## src/rtl/ap_ctrl_launcher_pkg.sv

```systemverilog
// ap_ctrl_launcher_pkg: shared types and constants for the ap_ctrl_chain launcher
package ap_ctrl_launcher_pkg;
   localparam int CNT_W_DEF = 32;
   localparam int RUN_W_DEF = 16;
   typedef enum logic [1:0] {IDLE, LAUNCH, DRAIN, REPORT} state_t;
   typedef logic [CNT_W_DEF-1:0] cnt_t;
   typedef logic [RUN_W_DEF-1:0] run_t;
   localparam cnt_t LAT_INIT = '1;
endpackage

```

## src/rtl/ap_ctrl_launcher_ts.sv

```systemverilog
// ts_fifo: launch-timestamp FIFO, one entry per outstanding kernel run
module ts_fifo #(
   parameter int DEPTH = 4,
   parameter int W = 32
) (
   input  logic         ap_clk,
   input  logic         ap_rst_n,
   input  logic         clear,
   input  logic         push,
   input  logic         pop,
   input  logic [W-1:0] din,
   output logic [W-1:0] head,
   output logic         empty,
   output logic         full
);
   localparam int AW = DEPTH > 1 ? $clog2(DEPTH) : 1;
   logic [W-1:0] mem [DEPTH];
   logic [AW-1:0] wp, rp;
   logic [AW:0] cnt;
   logic do_push, do_pop;
   assign empty = cnt == '0;
   assign full = cnt == (AW+1)'(DEPTH);
   assign do_push = push && (!full || pop);
   assign do_pop = pop && !empty;
   assign head = mem[rp];
   // storage is not reset; only the pointers define validity
   always_ff @(posedge ap_clk) begin
      if (do_push) mem[wp] <= din;
   end
   // pointer and occupancy bookkeeping, wiped on reset or command accept
   always_ff @(posedge ap_clk or negedge ap_rst_n) begin
      if (!ap_rst_n) begin
         wp <= '0;
         rp <= '0;
         cnt <= '0;
      end else if (clear) begin
         wp <= '0;
         rp <= '0;
         cnt <= '0;
      end else begin
         if (do_push) wp <= (wp == AW'(DEPTH-1)) ? '0 : wp + 1'b1;
         if (do_pop) rp <= (rp == AW'(DEPTH-1)) ? '0 : rp + 1'b1;
         cnt <= cnt + (AW+1)'(do_push) - (AW+1)'(do_pop);
      end
   end
endmodule

```

## src/rtl/ap_ctrl_launcher.sv

```systemverilog
// ap_ctrl_launcher: drives an ap_ctrl_chain kernel N times and measures per-run latency
module ap_ctrl_launcher
   import ap_ctrl_launcher_pkg::*;
#(
   parameter int RUN_W = RUN_W_DEF,
   parameter int CNT_W = CNT_W_DEF,
   parameter int MAX_OUTSTANDING = 4
) (
   input  logic             ap_clk,
   input  logic             ap_rst_n,
   input  logic             cmd_valid,
   output logic             cmd_ready,
   input  logic [RUN_W-1:0] cmd_runs,
   input  logic             hold_continue,
   output logic             ap_start,
   input  logic             ap_ready,
   input  logic             ap_done,
   output logic             ap_continue,
   output logic             busy,
   output logic             result_valid,
   input  logic             result_ready,
   output logic [CNT_W-1:0] total_cycles,
   output logic [CNT_W-1:0] min_lat,
   output logic [CNT_W-1:0] max_lat,
   output logic             protocol_err
);
   localparam int OW = $clog2(MAX_OUTSTANDING) + 1;
   state_t state, state_nx;
   logic [RUN_W-1:0] runs, launched, completed;
   logic [OW-1:0] outstanding;
   logic [CNT_W-1:0] now, lat, ts_head;
   logic accept, launch, comp, comp_ok, last_launch, last_comp;
   logic push, pop, fifo_empty, fifo_full;
   assign accept = cmd_valid && cmd_ready;
   assign launch = ap_start && ap_ready;
   assign comp = ap_done && ap_continue;
   assign comp_ok = comp && (outstanding != '0 || launch);
   assign last_launch = launch && (launched + 1'b1) == runs;
   assign last_comp = comp_ok && (completed + 1'b1) == runs;
   assign push = launch && !(comp_ok && fifo_empty);
   assign pop = comp_ok && !fifo_empty;
   assign lat = fifo_empty ? '0 : now - ts_head;
   ts_fifo #(.DEPTH(MAX_OUTSTANDING), .W(CNT_W)) u_ts (
      .ap_clk(ap_clk),
      .ap_rst_n(ap_rst_n),
      .clear(accept),
      .push(push),
      .pop(pop),
      .din(now),
      .head(ts_head),
      .empty(fifo_empty),
      .full(fifo_full)
   );
   // state register
   always_ff @(posedge ap_clk or negedge ap_rst_n) begin
      if (!ap_rst_n) state <= IDLE;
      else state <= state_nx;
   end
   // control outputs and next state, all from registered state and handshakes
   always_comb begin
      cmd_ready = state == IDLE;
      busy = state == LAUNCH || state == DRAIN;
      result_valid = state == REPORT;
      ap_start = state == LAUNCH && launched < runs && outstanding < OW'(MAX_OUTSTANDING) && !fifo_full;
      ap_continue = busy && !hold_continue;
      state_nx = (state == IDLE && cmd_valid) ? (cmd_runs == '0 ? REPORT : LAUNCH) :
                 last_comp ? REPORT :
                 last_launch ? DRAIN :
                 (state == REPORT && result_ready) ? IDLE : state;
   end
   // run bookkeeping, cycle clock and latency statistics
   always_ff @(posedge ap_clk or negedge ap_rst_n) begin
      if (!ap_rst_n) begin
         runs <= '0;
         launched <= '0;
         completed <= '0;
         outstanding <= '0;
         now <= '0;
         total_cycles <= '0;
         min_lat <= '1;
         max_lat <= '0;
         protocol_err <= 1'b0;
      end else if (accept) begin
         runs <= cmd_runs;
         launched <= '0;
         completed <= '0;
         outstanding <= '0;
         now <= '0;
         total_cycles <= '0;
         min_lat <= '1;
         max_lat <= '0;
         protocol_err <= 1'b0;
      end else if (busy) begin
         now <= (&now) ? now : now + 1'b1;
         launched <= launched + RUN_W'(launch);
         completed <= completed + RUN_W'(comp_ok);
         outstanding <= outstanding + OW'(launch) - OW'(comp_ok);
         if (comp && !comp_ok) protocol_err <= 1'b1;
         if (comp_ok && lat < min_lat) min_lat <= lat;
         if (comp_ok && lat > max_lat) max_lat <= lat;
         if (last_comp) total_cycles <= (&now) ? now : now + 1'b1;
      end
   end
endmodule
```

## config.mk

```make
export PLATFORM = sky130hd
export DESIGN_NAME = ap_ctrl_launcher
export DESIGN_NICKNAME = d
export VERILOG_FILES = /design/src/rtl/ap_ctrl_launcher_pkg.sv /design/src/rtl/ap_ctrl_launcher_ts.sv /design/src/rtl/ap_ctrl_launcher.sv
export SDC_FILE = /design/constraint.sdc
export NUM_CORES = 1
export LEC_CHECK = 0
export BUFFER_PORTS_ARGS = -buffer_cell sky130_fd_sc_hd__buf_2
export CAP_MARGIN = 30
export CORE_MARGIN = 1
export CORE_UTILIZATION = 55
export CTS_CLUSTER_SIZE = 8
export DETAILED_ROUTE_END_ITERATION = 6
export GPL_TIMING_DRIVEN = 0
export PLACE_DENSITY = 0.85
export SETUP_SLACK_MARGIN = 0.4
export SKIP_LAST_GASP = 1
export SLEW_MARGIN = 20
export SYNTH_ARGS = -nofsm -noshare
export SYNTH_HDL_FRONTEND = slang
export SYNTH_HIERARCHICAL = 1
export SYNTH_SLANG_ARGS = --single-unit
```

## constraint.sdc

```tcl
create_clock -name ap_clk -period 7.1 [get_ports ap_clk]
set_clock_uncertainty 0.05 [all_clocks]
set_input_delay 0.355 -clock ap_clk [delete_from_list [all_inputs] [get_ports ap_clk]]
set_output_delay 0.355 -clock ap_clk [all_outputs]
set_load 0.02 [all_outputs]
```

==> results.yml, run 1 <==
yosys:
  yosysTopAreaCellShare_pct: 21.2
  syn_area_um2: 18600
  synth_commonest_cells: "dfrtp_1, inv_1, nor2_1"
  synth_seq_cells: 317
  synth_enable_flop_cells: 128
  synth-seq-area-share_pct: 46.4
  synth-async-reset-ratio_pct: 59.6
  syn_nets: 1963
  synth_top_area_cell: "dfrtp_1"
  synth_cell_types: 79
  yosys-top-cells-area: "dfrtp_1, edfxtp_1, ha_1"
  yosys_warnings: 6
  yosysMostFrequentCell: "dfrtp_1"
  synthCells: 1810
  ys.flop_type: "dfrtp_1"
  avgSynthCellArea_um2: 10.3
pwr:
  vdd_drop_max_mv: 0.325
  p_leak_uw: 0.00941
  cellPowerDensity_nw_per_um2: 514
sta:
  period_needed_ns: 6.41
  max_slew.worst_pin.slew_ns: 0.879
  rsz0062_at_grt: "no"
  slew_violations: 0
  worst_slew_margin_rel_pct: 41.4
  finalHoldViolCount: 0
  fin_hold_ws_ns: 0.0295
  fin_crit_sh_pct: 90.3
  fin_tns_setup_ns: 0
  clock.fmax_ghz: 0.156
  setup_viol: 0
route:
  drtIter0Drc: 1548
  wl_um: 50700
  dr_total_vias: 15200
  ant_nets: 0
  first_pass_iters: 6
  drcViolationCount: 0
  wl_per_cell_um: 20.5
  avgViaCountPerCell: 6.14
placement:
  port-buffer-count: 124
  hpwl_um: 36300
  place_congestion: 0.966
  place_inst: 2379
finish:
  area_growth_pct: 14.7
  finalNetCount: 2153
  final_cells: 2471
  drive_gt1_share_pct: 14.9
  diodes: 0
global_routing:
  grt_pass1_wl_um: 79700
  antenna_found_initial: 0
  grt-ovfl-total: 0
  track_usage_pct: 30.0
  grt_pass1_vias: 15000
  grt_max_degree: 98
worst_setup_path:
  cp_max_fo: 10
  cp.required_ns: 7.51
  ff2ff_path_depth: 24
  rrSetupSlack_ns: 0.69
  crit_type: "flip-flop to flip-flop"
  crit_arrival_ns: 6.82
  r2r-start: "u_ts/rp[0]$_DFFE_PN0P_"
  r2r-end: "max_lat[26]$_DFFE_PN0P_"
  endpoint: "max_lat[26]$_DFFE_PN0P_"
  cp-start-kind: "flip-flop"
  worstSetupStartpoint: "u_ts/rp[0]$_DFFE_PN0P_"
  crit_path_end_kind: "flip-flop"
min_path:
  hold_path_class: "input pin to flip-flop"
  hp-start: "cmd_runs[3]"
die:
  die_x_um: 186
  core_um2: 32900
  fp.dieH_um: 186
  dieArea_um2: 34500
  initial_core_util_pct: 56.5
  io_pins: 125
  std_cell_rows: 66
clocking:
  clkLatencyLatePin_ns: 0.56
  clock-sinks: 317
  cts_root_buf: "clkbuf_16"
  cts_tree: "yes"
  clkTransAtPathRegs_ns: 0.05
  cts.htree.levels: 2
  cts_buffer_depth: 3
  cts_buffers: 45
run:
  drv_cap: 0
run_status:
  status: "finished, final reports clean"
## worst max-delay path, cell delays in order (launching register included)
cell and delay (ns):
dfrtp_1 0.34, clkbuf_4 0.24, buf_6 0.22, mux4_2 0.52, inv_1 0.07, ha_1 0.26, and3_1 0.27, a221o_1 0.45
a22oi_4 0.23, a31oi_1 0.22, a31oi_1 0.30, nor4b_1 0.09, or4_4 0.59, ha_1 0.32, nand4_1 0.20, nor4_4 0.32
nand3_1 0.12, nand2_1 0.06, o21ai_0 0.09, maj3_1 0.40, o21bai_1 0.17, buf_2 0.25, clkbuf_4 0.25, nand3_1 0.09
a21oi_1 0.17
## worst min-delay path by stage
stage | to | slack, ns | cells past startpoint
3_5_place_dp | min_lat[4]$_DFFE_PN1P_ | 0.30 | 1
4_1_cts | runs[3]$_DFFE_PN0P_ | 0.002 | 3
5_1_grt | runs[12]$_DFFE_PN0P_ | 0.04 | 3
6_report | runs[3]$_DFFE_PN0P_ | 0.03 | 3
2_1_floorplan | completed[0]$_DFFE_PN0P_ | 0.009 | 0
3_3_place_gp | min_lat[18]$_DFFE_PN1P_ | 0.46 | 2
## area by class of cell
type,count,area (um2)
Fill cell,2456,11600
Multi-Input combinational cell,1259,9040
Sequential cell,317,8610
Clock buffer,73,1230
Timing Repair Buffer,143,846
Tap cell,442,553
Inverter,145,544
Buffer,89,412
Clock inverter,3,37.5
## logic make-up (layout without fill, tap and decap cells)
kind of cell | count (synthesis) | after routing | share of synthesized area, %
simple gates | 581 | 581 | 15.8
compound gates | 340 | 340 | 11.4
flops | 317 | 317 | 46.4
buf+inv | 234 | 453 | 5.07
xor+xnor | 150 | 150 | 7.08
fa+ha+maj | 132 | 132 | 9.00
mux | 56 | 56 | 5.19
## layout by cell type, fill, tap and decap left out, types with 17 or more instances in the layout
cell type  count
xor2_1        80
clkbuf_16     45
or3_1         21
dfrtp_1      157
nand2_1      124
and3_1        20
mux4_2        32
nand3_1      103
dfstp_2       32
nor2b_1       17
a211oi_1      17
clkbuf_1      78
nor3_1        28
nand2b_1      26
edfxtp_1     128
ha_1         127
mux2i_1       22
buf_2        144
a21oi_1      114
inv_1        145
nor2_1       140
o21ai_0       88
a21o_1        23
xnor2_1       70
nand4_1       35
## state kept, by name, summed over array words and instances (netlist names)
name          flops
launched         16
now              32
protocol_err      1
u_ts/cnt          3
min_lat          32
completed        16
total_cycles     32
outstanding       3
u_ts/rp           2
u_ts/wp           2
max_lat          32
state             2
runs             16
u_ts/mem        128
## power by group
group | switching, uW | total, uW | internal (uW)
Combinational | 3740 | 5950 | 2200
Sequential | 504 | 3020 | 2510
Clock | 793 | 1970 | 1180
## through the flow
stage          total power [uW]  worst slack [ns]  utilization, %  area [um2]
5_1_grt                   11700             0.362            64.7       21300
2_1_floorplan              6950              1.41               -       18600
4_1_cts                   10800             0.429            64.6       21200
6_report                  10900             0.691            64.7       21300
3_5_place_dp               8750             0.204            60.3       19800
3_3_place_gp               8410             0.381            60.0       19700
## metal layers
layer	GRT usage [%]	vias to the layer above	routed length [um]
met5	0	-	0
met4	12.0	0	1770
met3	4.93	124	4850
met2	48.5	872	23600
met1	40.3	7319	20400
li1	-	6866	-
## what timing repair did
action | CTS | global route
pin swaps | 0 | 2
resized for setup | 3 | 11
endpoints found under the setup margin | 32 | 32
endpoints found under the hold margin | 93 | 0
hold buffers | 14 | 0
gates cloned | 0 | 0
setup buffers | 0 | 2
No activity file was read; power rests on OpenSTA's default activity.
==> run 2, diff against run 1 <==
--- a/config.mk
+++ b/config.mk
@@ -12,7 +12,7 @@
 export CTS_CLUSTER_SIZE = 8
 export DETAILED_ROUTE_END_ITERATION = 6
 export GPL_TIMING_DRIVEN = 0
-export PLACE_DENSITY = 0.85
+export PLACE_DENSITY = 0.74
 export SETUP_SLACK_MARGIN = 0.4
 export SKIP_LAST_GASP = 1
 export SLEW_MARGIN = 20
==> run 2 against run 1 <==
Non-clock buffer count rose by 4; clock power is essentially flat; global-route usage is 0.87 points lower.
==> results.yml, run 2 (synthesized netlist as in run 1, its figures left out) <==
placement:
  hpwl_um: 34900
  port-buffer-count: 124
  place_congestion: 0.929
finish:
  fill_cells: 2607
  regArea_um2: 8610
  multi_input_area_um2: 9070
  finalNetCount: 2157
  area_growth_pct: 15.3
  final_cell_mix: "dfrtp_1, inv_1, buf_2"
  diodes: 0
  drive_gt1_share_pct: 15.2
  largest_register_ffs: 128
  top_register: "u_ts/mem"
  final_common_cell: "dfrtp_1"
sta:
  slew_violations: 0
  rsz0062_at_grt: "yes"
  worst_slew_margin_rel_pct: 37.4
  max_slew.worst_pin.slew_ns: 0.939
  period_needed_ns: 6.26
  fin_crit_sh_pct: 88.1
  fin_hold_ws_ns: 0.229
  finalHoldViolCount: 0
  clock.fmax_ghz: 0.160
  fin_tns_setup_ns: 0
  setup_viol: 0
clocking:
  cts_root_buf: "clkbuf_16"
  cts_buffers: 45
  clkTransAtPathRegs_ns: 0.05
  cts_buffer_depth: 3
  cts.htree.levels: 2
  cts_tree: "yes"
  clkLatencyLatePin_ns: 0.57
  clock-sinks: 317
global_routing:
  track_usage_pct: 29.1
  antenna_found_initial: 0
  grt_pass1_vias: 14500
  grt-ovfl-total: 0
  grt_pass1_wl_um: 77500
  grt_max_degree: 97
die:
  fp.dieH_um: 186
  initial_core_util_pct: 56.5
  std_cell_rows: 66
  die_x_um: 186
  dieArea_um2: 34500
  io_pins: 125
  core_um2: 32900
worst_setup_path:
  crit_path_end_kind: "flip-flop"
  crit_type: "flip-flop to flip-flop"
  cp.required_ns: 7.50
  cp-start-kind: "flip-flop"
  cp_max_fo: 10
  crit_arrival_ns: 6.66
pwr:
  cellPowerDensity_nw_per_um2: 507
  vdd_drop_max_mv: 0.270
  fin_total_pwr_uw: 10900
  p_leak_uw: 0.00945
route:
  first_pass_iters: 7
  wl_um: 49100
  wl_per_cell_um: 19.8
  dr_total_vias: 14800
  ant_nets: 0
  drcViolationCount: 0
  avgViaCountPerCell: 6.00
  drtIter0Drc: 1210
run_status:
  status: "finished, final reports clean"
run:
  drv_cap: 0
min_path:
  hold_path_class: "input pin to flip-flop"
[run 2: changes by cell type in the layout (fill, tap and decap cells not counted), moves of 2 or more]
cell / previous run / this run
dlygate4sd3_1: 14 / 17
buf_2: 144 / 142
clkbuf_4: 2 / 4
clkinv_16: 0 / 2
inv_6: 2 / 0
[run 2: final timing paths]
kind / slack (ns) / cells after the start / from / to
max reg2reg: 0.84 / 24 / u_ts/rp[0]$_DFFE_PN0P_ / max_lat[24]$_DFFE_PN0P_
max: 0.84 / 24 / u_ts/rp[0]$_DFFE_PN0P_ / max_lat[24]$_DFFE_PN0P_
min reg2reg: 0.46 / 2 / protocol_err$_DFFE_PN0P_ / protocol_err$_DFFE_PN0P_
min in group asynchronous: 0.40 / 3 / ap_rst_n / max_lat[14]$_DFFE_PN0P_
max in group asynchronous: 5.82 / 4 / ap_rst_n / now[24]$_DFFE_PN0P_
min: 0.23 / 4 / ap_done / protocol_err$_DFFE_PN0P_
[run 2: power by group]
part | internal, uW | total, uW | switching, uW
sequential | 2510 | 3000 | 484
combinational | 2210 | 5870 | 3660
clock | 1190 | 1980 | 800
[run 2: layer usage]
layer,routed length [um],up-vias,GRT usage (%)
met5,0,-,0
met4,1490,0,9.84
met3,3530,104,4.05
met2,22800,613,47.3
met1,21300,7269,40.2
li1,-,6855,-
[run 2: timing repair]
item                                   in CTS  in global routing
setup buffers                               0                  3
gates resized for setup                     5                 17
endpoints found under the hold margin      77                  0
pin swaps                                   0                  4
hold buffers                               17                  0
setup endpoints to repair                  32                 53
cloned                                      0                  0
[run 2: stage by stage]
| step | util (%) | cell area [um2] | instances | worst slack [ns] |
|---|---|---|---|---|
| 6_report | 65.1 | 21400 | 2475 | 0.844 |
| 5_1_grt | 65.1 | 21400 | 2475 | 0.386 |
| 4_1_cts | 64.8 | 21300 | 2472 | 0.436 |
| 3_5_place_dp | 60.3 | 19800 | 2379 | 0.224 |
| 3_3_place_gp | 60.0 | 19700 | 2376 | 0.223 |
| 2_1_floorplan | - | 18600 | 1810 | 1.41 |
[run 2: critical path: stages (launching register included)]
cell and delay (ns):
dfrtp_1 0.36, clkbuf_4 0.24, buf_8 0.19, mux4_2 0.50
inv_1 0.08, ha_1 0.26, and3_1 0.24, a221o_1 0.43
a22oi_4 0.26, a31oi_4 0.16, a31oi_2 0.26, nor4b_1 0.08
or4_4 0.60, ha_1 0.32, nand4_1 0.19, nor4_4 0.28
nand3_1 0.12, nand2_1 0.07, o21ai_0 0.11, maj3_1 0.39
o21bai_1 0.18, clkbuf_4 0.24, clkbuf_4 0.23, nand3_1 0.09
a21oi_1 0.16
[run 2: area by class of cell]
| cell class | instances | area share [%] |
|---|---|---|
| buffer | 89 | 1.96 |
| clock buffer | 73 | 5.75 |
| clock inverter | 3 | 0.374 |
| inverter | 145 | 2.54 |
| multi-input combinational | 1259 | 42.4 |
| sequential | 317 | 40.3 |
| tap | 442 | 2.58 |
| timing repair buffer | 147 | 4.13 |
==> run 3, diff against run 2 <==
--- a/config.mk
+++ b/config.mk
@@ -11,7 +11,6 @@
 export CORE_UTILIZATION = 55
 export CTS_CLUSTER_SIZE = 8
 export DETAILED_ROUTE_END_ITERATION = 6
-export GPL_TIMING_DRIVEN = 0
 export PLACE_DENSITY = 0.74
 export SETUP_SLACK_MARGIN = 0.4
 export SKIP_LAST_GASP = 1
==> run 3 against run 2 <==
Worst setup slack improved by 0.052 ns; die area did not move; fmax rose by 0.85%.
==> results.yml, run 3 (synthesized netlist as in run 1, its figures left out) <==
die:
  core_um2: 32900
  initial_core_util_pct: 56.5
  fp.dieH_um: 186
  io_pins: 125
  dieArea_um2: 34500
  std_cell_rows: 66
  die_x_um: 186
worst_setup_path:
  path_buf_inv: 2
  crit_slowest_cell: "or4_1"
  rrSetupSlack_ns: 0.90
  crit_arrival_ns: 6.62
  r2r-end: "max_lat[0]$_DFFE_PN0P_"
  cp_max_fo: 25
  cp-start-kind: "flip-flop"
  path_delay_family: "simple AND/OR/NAND/NOR gates"
  crit_type: "flip-flop to flip-flop"
  ff2ff_path_depth: 21
  crit_path_end_kind: "flip-flop"
  crit_path_cell_trace: "mux4_2 > inv_1 > ha_1 > and3_1 > a221o_1 > a22oi_4 > a31oi_1 > a31oi_1 > nor4b_1 > or4_1 > ha_1 > nand4_1 > nor4_2 > nand3_1 > nand2_1 > o21ai_0 > maj3_1 > o21ba_1 > buf_8 > or3_1 > a21oi_1"
  max_stage_delay_ns: 0.64
  cp.required_ns: 7.52
  r2r-start: "u_ts/rp[0]$_DFFE_PN0P_"
run_status:
  status: "finished, final reports clean"
finish:
  area_growth_pct: 13.3
  largest_register_ffs: 128
  diodes: 0
  final_common_cell: "dfrtp_1"
  finalNetCount: 2086
  top_register: "u_ts/mem"
  final_cell_mix: "dfrtp_1, inv_1, nor2_1"
  drive_gt1_share_pct: 14.9
  stdcell_area_um2: 21000
sta:
  clock.fmax_ghz: 0.161
  slew_violations: 0
  fin_tns_setup_ns: 0
  worst_slew_margin_rel_pct: 38.0
  rsz0062_at_grt: "no"
  finalHoldViolCount: 0
  setup_viol: 0
  fin_crit_sh_pct: 87.4
  period_needed_ns: 6.20
  max_slew.worst_pin.slew_ns: 0.930
pwr:
  vdd_drop_max_mv: 0.584
  p_leak_uw: 0.00930
  cellPowerDensity_nw_per_um2: 507
clocking:
  cts_root_buf: "clkbuf_16"
  cts_tree: "yes"
  cts.htree.levels: 2
  clock-sinks: 317
  clkTransAtPathRegs_ns: 0.05
  post-cts-setup-buffers: 0
  cts_buffers: 45
  cts_buffer_depth: 3
  clkLatencyLatePin_ns: 0.56
route:
  first_pass_iters: 7
  wl_per_cell_um: 18.6
  wl_um: 44700
  drtIter0Drc: 1124
  dr_total_vias: 14200
  avgViaCountPerCell: 5.90
  drcViolationCount: 0
  ant_nets: 0
placement:
  port-buffer-count: 124
  dpl_cell_area_um2: 19600
  place_congestion: 0.907
  hpwl_um: 31100
global_routing:
  antenna_found_initial: 0
  grt_max_degree: 101
  grt-ovfl-total: 0
  grt_pass1_wl_um: 72300
  grt_pass1_vias: 13800
  track_usage_pct: 26.7
min_path:
  holdPathStages: 3
  hold-path-endpoint: "runs[3]$_DFFE_PN0P_"
  hp-start: "cmd_runs[3]"
  hold_path_class: "input pin to flip-flop"
run:
  drv_cap: 0
==> run 3: cell types whose count changed in the layout (fill, tap and decap cells not counted), sizes merged <==
cell         previous run  this run
clkinv                  2         0
inv                   146       148
buf                   162       150
dlygate4sd3            17        14
clkbuf                130        75
==> run 3: area by class of cell <==
type	instances	area (um2)
Clock buffer	74	1230
Timing Repair Buffer	165	1010
Clock inverter	3	37.5
Fill cell	2599	11800
Multi-Input combinational cell	1259	9020
Tap cell	442	553
Inverter	145	547
Sequential cell	317	8620
==> run 3: per-layer routing <==
metal | part of all wire (%) | vias up | track usage, %
li1 | - | 6738 | -
met1 | 45 | 6887 | 37.8
met2 | 45 | 473 | 41.1
met3 | 6.3 | 98 | 4.13
met4 | 3.5 | 0 | 10.8
met5 | 0 | - | 0
==> run 3: repair_timing <==
item | in CTS | in global routing
endpoints found under the hold margin | 53 | 0
gates resized for setup | 0 | 2
hold buffers | 14 | 0
endpoints found under the setup margin | 0 | 29
==> run 3: per-stage QoR <==
step	hold WS, ns	setup WS, ns	util (%)	total power (uW)	std cells
6_report	0.0228	0.897	64.0	10700	2405
3_3_place_gp	0.372	0.709	59.5	8370	2312
2_1_floorplan	0.00941	1.41	-	6950	1810
4_1_cts	0.00120	0.490	63.8	10600	2403
5_1_grt	0.0213	0.473	64.0	11500	2405
3_5_place_dp	0.377	0.518	59.5	8550	2312
==> run 3: worst max-delay path by stage <==
stage	from	to	cells after the start
after floorplan	u_ts/rp[0]$_DFFE_PN0P_	max_lat[18]$_DFFE_PN0P_	23
after global placement	u_ts/rp[0]$_DFFE_PN0P_	max_lat[0]$_DFFE_PN0P_	20
after detailed placement	u_ts/rp[0]$_DFFE_PN0P_	max_lat[0]$_DFFE_PN0P_	21
after CTS	u_ts/rp[0]$_DFFE_PN0P_	max_lat[0]$_DFFE_PN0P_	21
after global routing	u_ts/rp[1]$_DFFE_PN0P_	max_lat[0]$_DFFE_PN0P_	24
final	u_ts/rp[0]$_DFFE_PN0P_	max_lat[0]$_DFFE_PN0P_	21
==> run 3: report_power, final <==
part           switching (uW)  total (uW)  internal, uW
clock network             799        1980          1180
registers                 513        3030          2510
logic                    3460        5660          2200
total                    4770       10700          5890
==> run 3: tightest hold or removal path, stage by stage <==
cell	delay, ns
buf_2	0.09
nand2_1	0.07
o21ai_0	0.07
